## src/rtl/instr_fetch.sv

```systemverilog
// ---------------------------------------------------------------------------
// instr_fetch
//
// Purpose:
//   Instruction fetch front end. Walks a program counter through a
//   synchronous-read instruction memory, captures each returned word, and
//   buffers up to two {instr, pc} pairs for a downstream decoder using a
//   valid/ready handshake. A branch/jump redirect flushes everything in
//   flight and restarts fetching at the new address.
//
// Parameters:
//   ADDR_W    instruction address width (memory depth 2^ADDR_W words)
//   RESET_PC  first fetch address after reset
//
// Ports:
//   clk             clock, all state updates on the rising edge
//   rst             synchronous active-high reset
//   en              fetch enable; low only blocks new fetches
//   redirect_valid  redirect request, overrides push/pop/issue
//   redirect_addr   new fetch address
//   imem_addr       address to instruction memory (always the pc register)
//   imem_rd         registered memory read data, valid one cycle after address
//   instr_valid     instr/instr_pc hold a fetched instruction
//   instr_ready     decoder accepts the instruction this cycle
//   instr           fetched instruction (0 when nothing buffered)
//   instr_pc        address the instruction came from (0 when nothing buffered)
// ---------------------------------------------------------------------------
module instr_fetch #(
  parameter int ADDR_W   = 3,
  parameter int RESET_PC = 1
) (
  input  logic              clk,
  input  logic              rst,
  input  logic              en,
  input  logic              redirect_valid,
  input  logic [ADDR_W-1:0] redirect_addr,
  output logic [ADDR_W-1:0] imem_addr,
  input  logic [31:0]       imem_rd,
  output logic              instr_valid,
  input  logic              instr_ready,
  output logic [31:0]       instr,
  output logic [ADDR_W-1:0] instr_pc
);

  localparam logic [ADDR_W-1:0] RESET_ADDR = ADDR_W'(RESET_PC);

  typedef struct packed {
    logic [31:0]       instr;
    logic [ADDR_W-1:0] pc;
  } entry_t;

  logic [ADDR_W-1:0] pc;
  logic              pend_v;
  logic [ADDR_W-1:0] pend_pc;
  entry_t            fifo_mem [2];
  logic              rd_ptr;
  logic              wr_ptr;
  logic [1:0]        count;

  logic              pop;
  logic              push;
  logic              issue;
  logic [2:0]        outstanding;

  // Handshake and credit logic. A new fetch is only issued when the
  // instructions already buffered plus the one in flight, minus the one
  // leaving this cycle, leave room in the two-entry buffer. This makes a
  // push into a full buffer impossible, so no overflow handling is needed.
  always_comb begin
    pop         = (count != 2'd0) & instr_ready;
    push        = pend_v & ~redirect_valid;
    outstanding = {1'b0, count} + {2'b00, pend_v} - {2'b00, pop};
    issue       = en & ~redirect_valid & (outstanding < 3'd2);
  end

  assign imem_addr   = pc;
  assign instr_valid = (count != 2'd0);

  // Head of the buffer is presented directly; forced to zero when empty so
  // stale storage left behind by a flush never leaks onto the outputs.
  always_comb begin
    instr    = '0;
    instr_pc = '0;
    if (count != 2'd0) begin
      instr    = fifo_mem[rd_ptr].instr;
      instr_pc = fifo_mem[rd_ptr].pc;
    end
  end

  // All state lives in one register block. Priority is reset, then
  // redirect (which discards the in-flight fetch and flushes the buffer),
  // then normal operation where issue, push and pop may all happen on the
  // same edge. The word on imem_rd always belongs to pend_pc because the
  // memory registers the address on the issue edge.
  always_ff @(posedge clk) begin
    if (rst) begin
      pc          <= RESET_ADDR;
      pend_v      <= 1'b0;
      pend_pc     <= '0;
      count       <= 2'd0;
      rd_ptr      <= 1'b0;
      wr_ptr      <= 1'b0;
      fifo_mem[0] <= '0;
      fifo_mem[1] <= '0;
    end else if (redirect_valid) begin
      pc     <= redirect_addr;
      pend_v <= 1'b0;
      count  <= 2'd0;
      rd_ptr <= 1'b0;
      wr_ptr <= 1'b0;
    end else begin
      if (issue) begin
        pc      <= pc + ADDR_W'(1);
        pend_v  <= 1'b1;
        pend_pc <= pc;
      end else begin
        pend_v  <= 1'b0;
      end

      if (push) begin
        fifo_mem[wr_ptr] <= '{instr: imem_rd, pc: pend_pc};
        wr_ptr           <= ~wr_ptr;
      end

      if (pop) begin
        rd_ptr <= ~rd_ptr;
      end

      case ({push, pop})
        2'b10:   count <= count + 2'd1;
        2'b01:   count <= count - 2'd1;
        default: count <= count;
      endcase
    end
  end

endmodule

```

## config.mk

```make
export PLATFORM = sky130hd
export DESIGN_NAME = instr_fetch
export DESIGN_NICKNAME = d
export VERILOG_FILES = /design/src/rtl/instr_fetch.sv
export SDC_FILE = /design/constraint.sdc
export NUM_CORES = 1
export LEC_CHECK = 0
export ABC_AREA = 1
export ABC_CLOCK_PERIOD_IN_PS = 3200
export BUFFER_PORTS_ARGS = -buffer_cell sky130_fd_sc_hd__buf_2
export CAP_MARGIN = 10
export CORE_UTILIZATION = 45
export CTS_BUF_LIST = sky130_fd_sc_hd__clkbuf_8 sky130_fd_sc_hd__clkbuf_16
export DETAILED_ROUTE_END_ITERATION = 12
export GPL_TIMING_DRIVEN = 0
export PLACE_DENSITY = 0.65
export SLEW_MARGIN = 20
export SYNTH_ARGS = -nofsm -noshare
export SYNTH_HDL_FRONTEND = slang
export SYNTH_SLANG_ARGS = --single-unit
```

## constraint.sdc

```tcl
create_clock -name clk -period 3.2 [get_ports clk]
set_clock_uncertainty 0.2 [all_clocks]
set_input_delay 0.64 -clock clk [delete_from_list [all_inputs] [get_ports clk]]
set_output_delay 0.64 -clock clk [all_outputs]
set_load 0.005 [all_outputs]
```

==> reports/results.tsv, run 1 <==
metric	value	unit
proportion of synthesized chip area in sequential cells	62.9	%
warnings from Yosys	0	
Setup Viol. Count Final	0	
worst-path cell with the longest stage delay	sky130_fd_sc_hd__dfxtp_1	
summed area of non-filler cells in the final layout	4520	µm²
highest clock rate	406	MHz
leakage power of the design	2.05	nW
final weighted congestion of routability-driven global placement	0.778	
hold path startpoint	pend_pc[1]	
core region area	7850	µm²
post-layout minimum cycle time	2.47	ns
Final Power	2.22	mW
Hold Vio Cnt, Final	0	
largest fanout of any net on the critical path	10	
EDFF count, synth	70	
kind of path behind the tightest hold check	reg2reg	
number of maximum-capacitance constraint violations	0	
maximum number of pins on one net before global-route repair	23	
global-route track usage on met2	32.0	%
series of cell instances along the critical path	nor2_2 -> buf_2 -> a21oi_1 -> buf_2	
pins over their slew limit	0	
GRT Total Usage	18.9	%
net count reported at finish	518	
Antenna Violating Nets Remaining	0	
#FFs+latches synth	82	
CP required	2.36	ns
Worst Setup Start Kind	register	
Placed Instances	567	
via density per instance	4.80	
post-CTS resize count	0	
number of global-route vias before repair	2648	
DRC errors left	0	
total of buffers placed on input and output ports	76	
cell types with the largest area share after synthesis	sky130_fd_sc_hd__edfxtp_1, sky130_fd_sc_hd__nand2_1, sky130_fd_sc_hd__nor2_1, sky130_fd_sc_hd__dfxtp_1, sky130_fd_sc_hd__a21oi_1	
ant diodes	0	
count of cells along the worst register-to-register path	11	
worst hold stages	2	
area of the mapped netlist	3730	µm²
CTS tree	built	
net count after synthesis	429	
busiest grt layer	met2	
number of buffers added by the clock tree synthesis step	9	
RSZ-0062 raised after global routing	no	
Ports	79	
met3 track demand over resource	3.33	%
total number of vias	2789	
hold path endpoint	pend_pc[1]	
Reg clk slew, reported paths	0.08	ns
crit end category	primary output	
die area	8650	µm²
iteration-0 DRC count of the detailed router	108	
count of buffering cells on the critical path with inverters included	2	
Post-Route Setup TNS	0	ns
DP Wirelength	5.12	mm
area of placed instances	4290	µm²
iteration count of the initial detailed-routing pass	4	
number of standard cells after synthesis	387	
PwrDens	491	nW/µm²
Critical Path Max Stage Delay	0.38	ns
initial cell density of the core	47.5	%
Remaining Overflow, GRT	0	
Synth async-reset ratio	0	%
worst slack after detailed placement	0.546	ns
final core utilization	57.6	%
synthesis-to-finish area growth	21.4	%
Total Wirelength	7.61	mm
Post-CTS Setup Bufs	0	
routing usage on met1	24.1	%
post-synth top area cell	sky130_fd_sc_hd__edfxtp_1	
tightest slew margin relative to the limit	67.1	%
clk_lat worst skew	0.34	ns
area share of the largest cell type after synthesis	56.4	%
most used flip-flop cell after synthesis	sky130_fd_sc_hd__edfxtp_1	
total of hold buffers inserted after clock tree synthesis	0	
result of the run	finished clean	
TritonCTS sink count	82	
average instance area after synthesis	9.63	µm²
kind of critical path	reg2out	
arrival time worst endpoint	1.63	ns
final cell count without fillers	581	
height of the chip	93.0	µm
Worst Slack Setup Final	0.734	ns
capture instance of the worst register-to-register path	imem_addr[2]	
maximum VDD drop	254	µV
Site Rows	32	
floorplan die width	93.0	µm
CP top delay family	buffers and inverters	
Avg WL per Cell	13.1	µm
worst-case register-to-register setup slack	0.96	ns
initial antenna violation count	0	
number of distinct library cell variants in the gate-level netlist after synthesis	22	
tightest hold margin	0.262	ns
layout cells sized above 1	27.6	%
maximum clock path buffer count	2	
Least-Margin Pin Slew	0.492	ns
FF-to-FF Start	count[0]	
clock root cell	sky130_fd_sc_hd__clkbuf_8	
most prevalent standard cell on the critical path	sky130_fd_sc_hd__buf_2	
final critical-path share of the clock period	77.1	%
CTS H-Tree Depth	3	
global-route wire length before repair	12.4	mm
==> where the power goes <==
group | switching, mW | internal, mW | total [mW]
Combinational | 0.0806 | 0.0534 | 0.134
Sequential | 0.0153 | 1.20 | 1.21
Clock | 0.366 | 0.510 | 0.876
==> cells in the mapped netlist (2+ instances only) <==
cell type / n
sky130_fd_sc_hd__a21oi_1: 42
sky130_fd_sc_hd__buf_2: 11
sky130_fd_sc_hd__buf_6: 7
sky130_fd_sc_hd__dfxtp_1: 12
sky130_fd_sc_hd__edfxtp_1: 70
sky130_fd_sc_hd__inv_1: 40
sky130_fd_sc_hd__inv_2: 3
sky130_fd_sc_hd__nand2_1: 96
sky130_fd_sc_hd__nand2_2: 2
sky130_fd_sc_hd__nand2_4: 3
sky130_fd_sc_hd__nand3_1: 9
sky130_fd_sc_hd__nor2_1: 73
sky130_fd_sc_hd__nor2_2: 6
sky130_fd_sc_hd__nor2_4: 3
sky130_fd_sc_hd__o21ai_0: 3
==> state kept, by name (all words and copies together) (netlist names), named ones only <==
| name | count |
|---|---|
| rd_ptr | 1 |
| wr_ptr | 1 |
| pend_v | 1 |
| imem_addr | 3 |
| fifo_mem | 70 |
| count | 2 |
| pend_pc | 3 |
==> placed cells by master, fill, tap and decap left out, types with 4 or more instances in the layout <==
cell                       instances
sky130_fd_sc_hd__nor2_2            6
sky130_fd_sc_hd__nor2_1           73
sky130_fd_sc_hd__buf_2            87
sky130_fd_sc_hd__a21oi_1          42
sky130_fd_sc_hd__inv_1            40
sky130_fd_sc_hd__dfxtp_1          12
sky130_fd_sc_hd__nand2_2           4
sky130_fd_sc_hd__nand3_1           9
sky130_fd_sc_hd__nand2_1          94
sky130_fd_sc_hd__buf_6             7
sky130_fd_sc_hd__clkbuf_8          9
sky130_fd_sc_hd__edfxtp_1         70
==> metal layers <==
layer / wire [µm] / up-vias
li1: - / 1418
met5: 0 / -
met4: 121 / 0
met1: 3290 / 1287
met2: 3810 / 72
met3: 381 / 12
==> cell type report <==
class,count,area (µm²)
Buffer,18,134
Clock buffer,9,124
Clock inverter,5,105
Fill cell,723,3320
Inverter,45,174
Multi-Input combinational cell,242,1080
Sequential cell,82,2340
Tap cell,102,128
Timing Repair Buffer,78,435
==> worst max path at each step <==
stage              startpoint              end  slack, ns  cells after the start
2_1_floorplan  redirect_valid   fifo_mem[0][0]       0.64                      7
3_3_place_gp              rst  fifo_mem[0][21]       0.07                      5
3_5_place_dp      instr_ready     imem_addr[2]       0.55                     11
4_1_cts              count[1]         instr[1]       0.70                      4
5_1_grt              register        instr[17]       0.61                      6
6_report             count[1]        instr[20]       0.73                      4
==> cells by family (layout without fill, tap and decap cells) <==
group / Yosys count / count (layout) / synth area share [%]
adders and majority gates: 2 / 2 / 0.873
buffers and inverters: 63 / 155 / 8.26
AOI/OAI and AO/OA: 46 / 46 / 6.28
DFF: 82 / 82 / 62.9
and+or+nand+nor: 194 / 194 / 21.7
==> worst min-delay path: stages, from the launching register on <==
cell	delay [ns]
sky130_fd_sc_hd__dfxtp_1	0.31
sky130_fd_sc_hd__nand2_1	0.06
sky130_fd_sc_hd__a21oi_1	0.05
(Power assumes the default switching activity.)
==> run 2, diff against run 1 <==
Settings changed: ABC_CLOCK_PERIOD_IN_PS 3200 to 2100, PLACE_DENSITY 0.65 to 0.67.
Clock period 3.2 ns to 2.1 ns, I/O delays scaled along.
==> run 2 against run 1 <==
  * The run now ends with negative setup slack left
  * First-iteration DRC count up 10%
  * Via count increased by 0.97%
  * Die area unchanged
  * Worst hold slack lost 0.14 ns
  * Clock power is 39% higher
  * Core utilization increased by 0.96 points
  * Final cell count rose by 0.34%
  * Routed wire length is 2.2% lower
  * Setup slack lost 0.74 ns
  * Clock-buffer cell count stayed put
  * Combinational power grew 51%
  * Critical path type is now reg2reg
  * Critical endpoint is now imem_addr[2]
  * Largest power group unchanged
==> reports/results.tsv, run 2 (synthesized netlist as in run 1, its figures left out) <==
metric	value	unit	change
number of flip-flops under the largest register name	70		unchanged
tightest slew margin relative to the limit	66.0	%	was 67.1%
final critical-path share of the clock period	100	%	
FF-to-FF Start	count[0]		unchanged
global-route wire length before repair	11.9	mm	was 12.4 mm
post-layout minimum cycle time	2.10	ns	
most common cell after layout, fill and taps aside	sky130_fd_sc_hd__nand2_1		unchanged
Critical Path Max Stage Delay	0.51	ns	was 0.38 ns
area of placed instances	4250	µm²	was 4290 µm²
TritonCTS sink count	82		unchanged
Antenna Violating Nets Remaining	0		unchanged
GRT Total Usage	18.2	%	was 18.9%
total of hold buffers inserted after clock tree synthesis	0		unchanged
iteration count of the initial detailed-routing pass	4		unchanged
number of maximum-capacitance constraint violations	0		unchanged
kind of path behind the tightest hold check	in2reg		was reg2reg
Least-Margin Pin Slew	0.509	ns	was 0.492 ns
Filler Cells Inserted	710		was 723
iteration-0 DRC count of the detailed router	119		was 108
largest fanout of any net on the critical path	8		was 10
capture instance of the worst register-to-register path	imem_addr[2]		unchanged
PwrDens	711	nW/µm²	was 491 nW/µm²
Placed Instances	565		was 567
Total Wirelength	7.44	mm	was 7.61 mm
highest clock rate	476	MHz	
maximum number of pins on one net before global-route repair	36		was 23
summed area of non-filler cells in the final layout	4600	µm²	was 4520 µm²
CP top delay family	simple AND/OR/NAND/NOR gates		was buffers and inverters
Hold Vio Cnt, Final	0		unchanged
net count reported at finish	518		unchanged
leading cell types in the layout, fill and taps excluded	sky130_fd_sc_hd__nand2_1, sky130_fd_sc_hd__buf_2, sky130_fd_sc_hd__nor2_1, sky130_fd_sc_hd__edfxtp_1, sky130_fd_sc_hd__inv_1		was sky130_fd_sc_hd__nand2_1, sky130_fd_sc_hd__buf_2, sky130_fd_sc_hd__nor2_1, sky130_fd_sc_hd__edfxtp_1, sky130_fd_sc_hd__a21oi_1
kind of critical path	reg2reg		was reg2out
maximum clock path buffer count	2		unchanged
core region area	7850	µm²	unchanged
number of stages on the worst setup path	11		was 4
largest register by flop count	fifo_mem		unchanged
CTS H-Tree Depth	3		unchanged
pins over their slew limit	0		unchanged
height of the chip	93.0	µm	unchanged
DRC errors left	0		unchanged
final cell count without fillers	583		was 581
Setup crit end	imem_addr[2]		was instr[20]
series of cell instances along the critical path	inv_2 -> or2_4 -> o21ai_4 -> nand2_2 -> fa_1 -> nand2_2 -> nor2_4 -> nand2_4 -> nand2_4 -> nand2_1 -> a21oi_1		was nor2_2 -> buf_2 -> a21oi_1 -> buf_2
Setup Viol. Count Final	1		was 0
Worst Slack Setup Final	-0.00271	ns	was 0.734 ns
clock root cell	sky130_fd_sc_hd__clkbuf_8		unchanged
ant diodes	0		unchanged
crit end category	register		was primary output
worst setup path startpoint	count[0]		was count[1]
layout cells sized above 1	30.6	%	was 27.6%
die area	8650	µm²	unchanged
number of global-route vias before repair	2551		was 2648
initial cell density of the core	47.5	%	unchanged
violated checks	negative setup slack		
CP required	2.18	ns	was 2.36 ns
count of buffering cells on the critical path with inverters included	1		was 2
arrival time worst endpoint	2.18	ns	was 1.63 ns
worst-path cell with the longest stage delay	sky130_fd_sc_hd__fa_1		was sky130_fd_sc_hd__dfxtp_1
final weighted congestion of routability-driven global placement	0.769		was 0.778
worst-case register-to-register setup slack	-0.003	ns	was 0.96 ns
result of the run	finished with violations		was finished clean
count of cells along the worst register-to-register path	11		unchanged
Avg WL per Cell	12.8	µm	was 13.1 µm
Worst Setup Start Kind	register		unchanged
maximum VDD drop	309	µV	was 254 µV
Remaining Overflow, GRT	0		unchanged
via density per instance	4.83		was 4.80
CTS tree	built		unchanged
total of buffers placed on input and output ports	76		unchanged
total number of vias	2816		was 2789
DP Wirelength	4.83	mm	was 5.12 mm
clk_lat worst skew	0.34	ns	about the same
Ports	79		unchanged
initial antenna violation count	0		unchanged
synthesis-to-finish area growth	23.4	%	was 21.4%
floorplan die width	93.0	µm	unchanged
RSZ-0062 raised after global routing	yes		was no
number of buffers added by the clock tree synthesis step	9		unchanged
leakage power of the design	2.07	nW	was 2.05 nW
Reg clk slew, reported paths	0.07	ns	was 0.08 ns
Site Rows	32		unchanged
[run 2: cell types whose count changed in the layout (fill, tap and decap cells not counted), moves of 2 or more]
cell | previous run | this run
sky130_fd_sc_hd__a21oi_1 | 42 | 34
sky130_fd_sc_hd__a21oi_2 | 0 | 8
sky130_fd_sc_hd__buf_16 | 2 | 0
sky130_fd_sc_hd__buf_2 | 87 | 77
sky130_fd_sc_hd__buf_4 | 0 | 5
sky130_fd_sc_hd__buf_6 | 7 | 12
sky130_fd_sc_hd__dfxtp_1 | 12 | 10
sky130_fd_sc_hd__dfxtp_2 | 0 | 2
sky130_fd_sc_hd__nand2_1 | 94 | 90
sky130_fd_sc_hd__nand2_4 | 3 | 7
[run 2: area by class of cell]
cell class	count	area (µm²)	area share, %
multi-input cells	242	1160	25.1
clock buffers	9	124	2.69
inverters	45	179	3.89
plain buffers	18	185	4.03
clock inverters	7	86.3	1.88
flip-flops and latches	82	2340	51.0
well taps	102	128	2.78
repair buffers	78	395	8.60
[run 2: what timing repair did]
action | in CTS | in global routing
setup endpoints to repair | 105 | 37
setup buffers | 1 | 1
pin swaps | 2 | 6
gates resized for setup | 16 | 23
[run 2: stage by stage]
stage               power [mW]  setup WS [ns]  util [%]  hold WS, ns  setup TNS, ns
finish                    3.27       -0.00271      58.6        0.123       -0.00271
floorplan                 2.00       -0.00970         -        0.240        -0.0194
detailed placement        2.08         -0.299      54.2        0.255         -19.12
global route              3.39         -0.101      58.6        0.128         -0.479
CTS                       3.27        -0.0298      57.5        0.110        -0.0625
global placement          2.07         -0.309      54.2        0.253         -19.76
[run 2: how the worst min path moves through the flow]
stage / from / endpoint / slack [ns] / cells past startpoint
3_3_place_gp: pend_pc[0] / pend_pc[0] / 0.25 / 2
4_1_cts: redirect_valid / wr_ptr / 0.11 / 2
5_1_grt: redirect_valid / wr_ptr / 0.13 / 2
2_1_floorplan: pend_pc[0] / pend_pc[0] / 0.24 / 2
6_report: redirect_valid / wr_ptr / 0.12 / 2
3_5_place_dp: pend_pc[2] / pend_pc[2] / 0.25 / 2
[run 2: per-layer routing]
layer	track usage [%]	wire length [µm]
met5	0	0
met4	5.90	63
met3	4.39	345
met2	31.0	3710
met1	22.9	3320
[run 2: power breakdown]
part           total [mW]  internal [mW]  switching [mW]
combinational       0.203         0.0771           0.126
sequential           1.85           1.83          0.0236
clock                1.22          0.657           0.560
